$ cat src/rtl/ifetch.sv
`default_nettype none
// +--------------------------------------------------------------------------+
// | ifetch : handshaked instruction fetch with next-PC selection.            |
// | Optional IFETCH_CNT_EN adds instr_cnt / stall_cnt saturating counters.   |
// | Rev 1.0                                                                  |
// +--------------------------------------------------------------------------+
module ifetch (
  input  logic        clk,
  input  logic        rst,
  output logic        imem_req,
  output logic [31:0] imem_addr,
  input  logic        imem_ack,
  input  logic [31:0] imem_rdata,
  input  logic [1:0]  NPCOp,
  input  logic [31:0] rs_data,
  input  logic        ex_done,
  output logic [31:0] instr,
  output logic        instr_valid,
  output logic [31:0] pc,
  output logic [31:0] pc_plus4,
  output logic        fetch_err
`ifdef IFETCH_CNT_EN
  ,
  output logic [31:0] instr_cnt,
  output logic [31:0] stall_cnt
`endif
);

  localparam logic [31:0] c_RESET_PC  = 32'h0000_3000;
  localparam logic [1:0]  c_NPC_PLUS4 = 2'b00;
  localparam logic [1:0]  c_NPC_BR    = 2'b01;
  localparam logic [1:0]  c_NPC_J     = 2'b10;
  localparam logic [1:0]  c_NPC_JR    = 2'b11;

  typedef enum logic [1:0] {
    S_FETCH = 2'd0,
    S_VALID = 2'd1,
    S_HALT  = 2'd2
  } state_t;

  state_t      r_state;
  state_t      w_state_nxt;
  logic [31:0] r_pc;
  logic [31:0] r_instr;
  logic        r_fetch_err;

  logic [31:0] w_pc_plus4;
  logic [31:0] w_br_off;
  logic [31:0] w_npc;
  logic        w_npc_misaligned;
  logic        w_accept;
  logic        w_capture;

  assign w_pc_plus4       = r_pc + 32'd4;
  assign w_br_off         = {{14{r_instr[15]}}, r_instr[15:0], 2'b00};
  assign w_npc_misaligned = |w_npc[1:0];
  assign w_accept         = (r_state == S_VALID) && ex_done;
  assign w_capture        = (r_state == S_FETCH) && imem_ack;

  always_comb begin
    w_npc = w_pc_plus4;
    case (NPCOp)
      c_NPC_PLUS4: w_npc = w_pc_plus4;
      c_NPC_BR:    w_npc = w_pc_plus4 + w_br_off;
      c_NPC_J:     w_npc = {w_pc_plus4[31:28], r_instr[25:0], 2'b00};
      c_NPC_JR:    w_npc = rs_data;
      default:     w_npc = w_pc_plus4;
    endcase
  end

  always_comb begin
    w_state_nxt = r_state;
    case (r_state)
      S_FETCH: if (imem_ack) w_state_nxt = S_VALID;
      S_VALID: if (ex_done)  w_state_nxt = w_npc_misaligned ? S_HALT : S_FETCH;
      S_HALT:  w_state_nxt = S_HALT;
      default: w_state_nxt = S_FETCH;
    endcase
  end

  always_ff @(posedge clk or posedge rst) begin
    if (rst) begin
      r_state     <= S_FETCH;
      r_pc        <= c_RESET_PC;
      r_instr     <= 32'd0;
      r_fetch_err <= 1'b0;
    end else begin
      r_state <= w_state_nxt;
      if (w_capture) begin
        r_instr <= imem_rdata;
      end
      // A misaligned target freezes pc so the faulting instruction stays visible.
      if (w_accept && !w_npc_misaligned) begin
        r_pc <= w_npc;
      end
      if (w_accept && w_npc_misaligned) begin
        r_fetch_err <= 1'b1;
      end
    end
  end

`ifdef IFETCH_CNT_EN
  logic [31:0] r_instr_cnt;
  logic [31:0] r_stall_cnt;

  always_ff @(posedge clk or posedge rst) begin
    if (rst) begin
      r_instr_cnt <= 32'd0;
      r_stall_cnt <= 32'd0;
    end else begin
      if (w_accept && (r_instr_cnt != 32'hFFFF_FFFF)) begin
        r_instr_cnt <= r_instr_cnt + 32'd1;
      end
      if ((r_state == S_FETCH) && !imem_ack && (r_stall_cnt != 32'hFFFF_FFFF)) begin
        r_stall_cnt <= r_stall_cnt + 32'd1;
      end
    end
  end

  assign instr_cnt = r_instr_cnt;
  assign stall_cnt = r_stall_cnt;
`endif

  assign imem_req    = (r_state == S_FETCH);
  assign imem_addr   = r_pc;
  assign instr_valid = (r_state == S_VALID);
  assign instr       = r_instr;
  assign pc          = r_pc;
  assign pc_plus4    = w_pc_plus4;
  assign fetch_err   = r_fetch_err;

endmodule
`default_nettype wire

$ cat config.mk
export PLATFORM = sky130hd
export DESIGN_NAME = ifetch
export DESIGN_NICKNAME = d
export VERILOG_FILES = /design/src/rtl/ifetch.sv
export SDC_FILE = /design/constraint.sdc
export NUM_CORES = 1
export LEC_CHECK = 0
export ABC_AREA = 1
export CAP_MARGIN = 20
export CORE_UTILIZATION = 45
export CTS_BUF_LIST = sky130_fd_sc_hd__clkbuf_8
export DETAILED_ROUTE_END_ITERATION = 10
export DONT_BUFFER_PORTS = 1
export SLEW_MARGIN = 15
export SYNTH_ARGS = -nofsm -noshare
export SYNTH_HDL_FRONTEND = slang
export SYNTH_SLANG_ARGS = --single-unit
export TNS_END_PERCENT = 5
$ cat constraint.sdc
create_clock -name clk -period 4.9 [get_ports clk]
set_input_delay 0.98 -clock clk [delete_from_list [all_inputs] [get_ports clk]]
set_output_delay 0.98 -clock clk [all_outputs]
set_load 0.01 [all_outputs]
==> results by stage <==
Timing:
- The peak clock frequency supported by timing is ~0.26 GHz.
- The final period demand of the worst path is ~3.9 ns.
- The number of pins exceeding their max-slew limit in the final report is 0.
- Headroom to the max-slew limit came out at a little over a third.
- The slew at the pin with the worst max-slew slack is between 0.9 and 1 ns.
- Setup repair after global routing left no endpoint under its margin.
- The number of endpoints with negative hold slack in the final report came to 0.
- The worst path uses about 80% of the clock period.
- The setup TNS is 0 ns.
- On the final layout, the worst clock skew is roughly 0.014 ns.
- Setup violations remaining at the end of the flow were counted as 0.

Drt:
- The violation count after the first detailed-route iteration is 599.
- Using the TritonRoute via totals, the vias-per-cell ratio works out to ~5.6.
- The wire length per cell is between 15 and 20 um.
- The count of TritonRoute iterations in the first routing pass is 5.
- The post-route antenna net violation count is 0.
- In the routed design, unresolved DRC markers number 0.
- After detailed routing, the total wire length is ~22 mm.
- The routed layout has 6377 vias.

Job:
- The total of max-cap violations is 0.

Placed design:
- Port buffering added 0 buffers.
- The routability-driven placement congestion ratio is between 0.9 and 1.
- The final HPWL from detailed placement is approximately 18 mm.

Clock tree:
- The number of clock buffers added by TritonCTS is 9.
- The clock latency of the later-clocked register in the worst-skew pair is between 0.3 and 0.4 ns.
- The TritonCTS sink count is 67.
- Clock-pin slew was measured on the worst setup and hold paths at about 0.08 ns.
- The clock tree from TritonCTS is built.
- The clock tree synthesis step divided the H-tree into 3 levels.
- The clock passes through at most 2 buffers.
- After clock tree synthesis, the flow added hold-fix buffers numbering 0.
- The total of cells resized after clock tree synthesis is 0.
- The number of setup buffers added after CTS is 0.
- The clock root buffer master is sky130_fd_sc_hd__clkbuf_8.

Power and ir drop:
- The proportion of power drawn by combinational gates is between 20% and 30%.
- The worst vdd rail ir drop is roughly 160 uV.
- For this design the total switching power over the nets is 597 uW.
- The leakage power is about 3.7 nW.
- The total power divided by cell area is between 200 and 250 mW/mm^2.
- The clock group share of total power is 36.1%.
- The internal power of the cells totals approximately 1.0 mW.
- The share of total power in sequential cells is between 30% and 40%.
- Of the total power, the share spent switching nets is ~37%.

Global route:
- The overflow left after global routing is 0.
- The first global-routing pass estimated between 30 and 40 mm of wire.
- The overall track demand over capacity in global routing is a little under a third.
- The via count of the first global-routing pass is between 6000 and 7000.
- The maximum number of pins on one net before global-route repair is between 40 and 50.
- The initial antenna violation count is 0.

Setup path:
- The signal on the critical path passes through ha_1 > nand2_2 > nor3_4 > nand2_2 > xnor2_1 > ha_1 > nand2_1 > nor2_1 > inv_1 > nor2_1 > nand2_1 > nand3_1 > nand2_1 > nand2_1 > nand2_1 > nand3_1 > nand2_1 > nand2_1 > nand2_1.
- The most frequent cell on the critical path is sky130_fd_sc_hd__nand2_1.
- The kind of end point of the critical path is a flip-flop.
- Of all nets on the critical path, the largest fanout is 7.
- The worst setup path is launched from a flip-flop.
- The largest single stage delay on the critical path is 0.62 ns.
- The register-to-register setup slack is 0.99 ns.
- The critical path in this run is classified as flip-flop to flip-flop.
- The data arrival time at the worst-slack endpoint is around 4.2 ns.
- Data on the critical path is required at its endpoint by around 5.2 ns.
- The worst-case reg-to-reg path depth is 19.
- The critical-path cell with the highest stage delay is sky130_fd_sc_hd__dfrtp_1.

Finish:
- The share of layout cells above drive strength 1 is 8.99%.
- The number of diodes is 0.
- The utilization after layout is a little under half.
- The signed area change from the synthesized netlist to the final layout is 2.18%.
- At the end of the flow, the number of nets in the layout was ~1100.

Synthesis:
- Synthesis produced 1002 cells.
- The average cell area after synthesis is roughly 6.5 um^2.
- The flip-flop and latch count after synthesis is 67.
- For this run, the register share of the synthesized area comes to about a quarter.
- The number of nets produced by synthesis is about 1100.
- The proportion of synthesized flip-flops having asynchronous set or reset is 100%.
- The number of unique standard cell types used by synthesis is slightly below 50.
- The synthesized area is roughly 0.0066 mm^2.
- The primary flip-flop cell chosen by synthesis mapping is sky130_fd_sc_hd__dfrtp_1.
- Counting flops with a built-in enable in the synthesized netlist gives 0.
- Yosys printed 0 warnings.

Floorplan:
- The die width is between 100 and 150 um.
- The die extent in y is ~120 um.
- The die footprint is 0.0150 mm^2.
- For this design the top-level I/O count stands at about 200.
- The initial utilization of the core area, before any placement, comes to 46.6%.
- The number of cell rows is 43.
- The core region is ~0.014 mm^2.

Outcome:
- The run finished with clean final reports.

Min path:
- The worst hold path belongs to the class flip-flop to flip-flop.
- Along the worst hold path, the cell count comes to 3.
## stage by stage
stage               hold WS [ns]  setup WS [ns]  cell area, um^2  power, mW  std cells
finish                     0.545          0.990             6690       1.63       1148
detailed placement         0.527           1.07             6440       1.05       1132
global route               0.567          0.693             6690       1.73       1148
CTS                        0.550           1.05             6690       1.64       1148
floorplan                  0.494           1.96             6550      0.951       1002
global placement           0.520           1.08             6440       1.05       1132
## routing by layer
layer  vias up  routed length, um  GRT usage, %  share of wire, %
met3        35               2300          8.83                10
met2       294               9460          44.6                43
met5         -                  0             0                 0
met1      2948               9780          42.7                44
li1       3100                  -             -                 -
met4         0                596          11.2               2.7
## power groups by stage
stage               Combinational, mW  Sequential [mW]  Clock [mW]
finish                          0.431            0.614       0.590
detailed placement              0.423            0.625           0
global placement                0.424            0.625           0
floorplan                       0.343            0.608           0
global route                    0.490            0.618       0.625
CTS                             0.426            0.614       0.600
## cells in the mapped netlist (2+ instances only)
master	n	area (um^2)
sky130_fd_sc_hd__o21bai_1	7	52.6
sky130_fd_sc_hd__a21oi_1	61	305
sky130_fd_sc_hd__nand4_1	11	68.8
sky130_fd_sc_hd__inv_2	7	26.3
sky130_fd_sc_hd__nand2_1	311	1170
sky130_fd_sc_hd__nand3_2	2	20.0
sky130_fd_sc_hd__o21ai_1	7	35.0
sky130_fd_sc_hd__nor3_1	12	60.1
sky130_fd_sc_hd__nor2_2	6	37.5
sky130_fd_sc_hd__a21o_1	2	15.0
sky130_fd_sc_hd__buf_6	2	22.5
sky130_fd_sc_hd__o21ai_0	47	235
sky130_fd_sc_hd__nand3b_1	2	15.0
sky130_fd_sc_hd__nor2_1	88	330
sky130_fd_sc_hd__inv_1	135	507
sky130_fd_sc_hd__mux2_2	18	203
sky130_fd_sc_hd__buf_4	34	255
sky130_fd_sc_hd__dfrtp_1	65	1630
sky130_fd_sc_hd__xnor2_1	3	26.3
sky130_fd_sc_hd__nand3_1	49	245
sky130_fd_sc_hd__clkbuf_8	2	27.5
sky130_fd_sc_hd__clkinv_1	2	7.51
sky130_fd_sc_hd__o2111ai_1	2	17.5
sky130_fd_sc_hd__xor2_2	3	48.8
sky130_fd_sc_hd__nor3_2	3	30.0
sky130_fd_sc_hd__nor4_1	2	12.5
sky130_fd_sc_hd__nor2_8	2	40.0
sky130_fd_sc_hd__nor3b_1	2	15.0
sky130_fd_sc_hd__nor2_4	5	56.3
sky130_fd_sc_hd__a221oi_1	15	131
sky130_fd_sc_hd__nand2_2	8	50.1
sky130_fd_sc_hd__dfstp_2	2	52.6
sky130_fd_sc_hd__o211ai_1	2	15.0
sky130_fd_sc_hd__xor2_1	18	158
sky130_fd_sc_hd__ha_1	34	425
sky130_fd_sc_hd__o221ai_1	2	17.5
sky130_fd_sc_hd__clkbuf_1	11	41.3
sky130_fd_sc_hd__buf_2	7	35.0
## cell usage in the layout (no fill, tap or decap), types with 6 or more instances in the layout
master                     instances
sky130_fd_sc_hd__nand4_1          11
sky130_fd_sc_hd__o21bai_1          7
sky130_fd_sc_hd__xor2_1           18
sky130_fd_sc_hd__buf_4             6
sky130_fd_sc_hd__o21ai_1           7
sky130_fd_sc_hd__o21ai_0          47
sky130_fd_sc_hd__ha_1             34
sky130_fd_sc_hd__mux2_2           18
sky130_fd_sc_hd__dfrtp_1          65
sky130_fd_sc_hd__nor3_1           12
sky130_fd_sc_hd__clkbuf_8          9
sky130_fd_sc_hd__nand2_2           9
sky130_fd_sc_hd__a221oi_1         15
sky130_fd_sc_hd__nor2_2            7
sky130_fd_sc_hd__a21oi_1          61
sky130_fd_sc_hd__nand2_1         310
sky130_fd_sc_hd__inv_2             8
sky130_fd_sc_hd__nand3_1          49
sky130_fd_sc_hd__nor2_1           87
sky130_fd_sc_hd__inv_1           134
## path summary, 6_finish.rpt
check                                endpoint         start
worst max-delay path            imem_addr[30]  imem_addr[2]
worst min-delay path               r_state[1]    r_state[0]
worst max register to register  imem_addr[30]  imem_addr[2]
worst min register to register     r_state[1]    r_state[0]
max in group asynchronous       imem_addr[13]           rst
min in group asynchronous       imem_addr[27]           rst
## kinds of logic after synthesis
family / share of synthesized area, %
XOR/XNOR: 3.55
AND/OR/NAND/NOR: 33.8
adder cells (fa/ha/maj): 6.80
multiplexers: 3.09
buffers and inverters: 14.2
flip-flops: 25.6
AO/OA/AOI/OAI: 13.0
## critical path, delay by kind of cell (launching register included)
kind / cells / cell delay [ns]
simple gates: 15 / 1.95
flops: 1 / 0.62
fa+ha+maj: 2 / 0.62
xor+xnor: 1 / 0.53
buf+inv: 1 / 0.06
## flip-flops by register name, indices dropped and copies added (netlist names)
name and count:
fetch_err 1, imem_addr 32, instr 32, r_state 2
## area by class of cell
type                    instances  area [um^2]
inverters                     145          547
multi-input cells             734         3950
flip-flops and latches         67         1680
clock buffers                   9          124
fillers                      1466         7350
clock inverters                 7          125
repair buffers                  6         45.0
well taps                     180          225
Note: power is estimated with default switching activity, not from simulation.
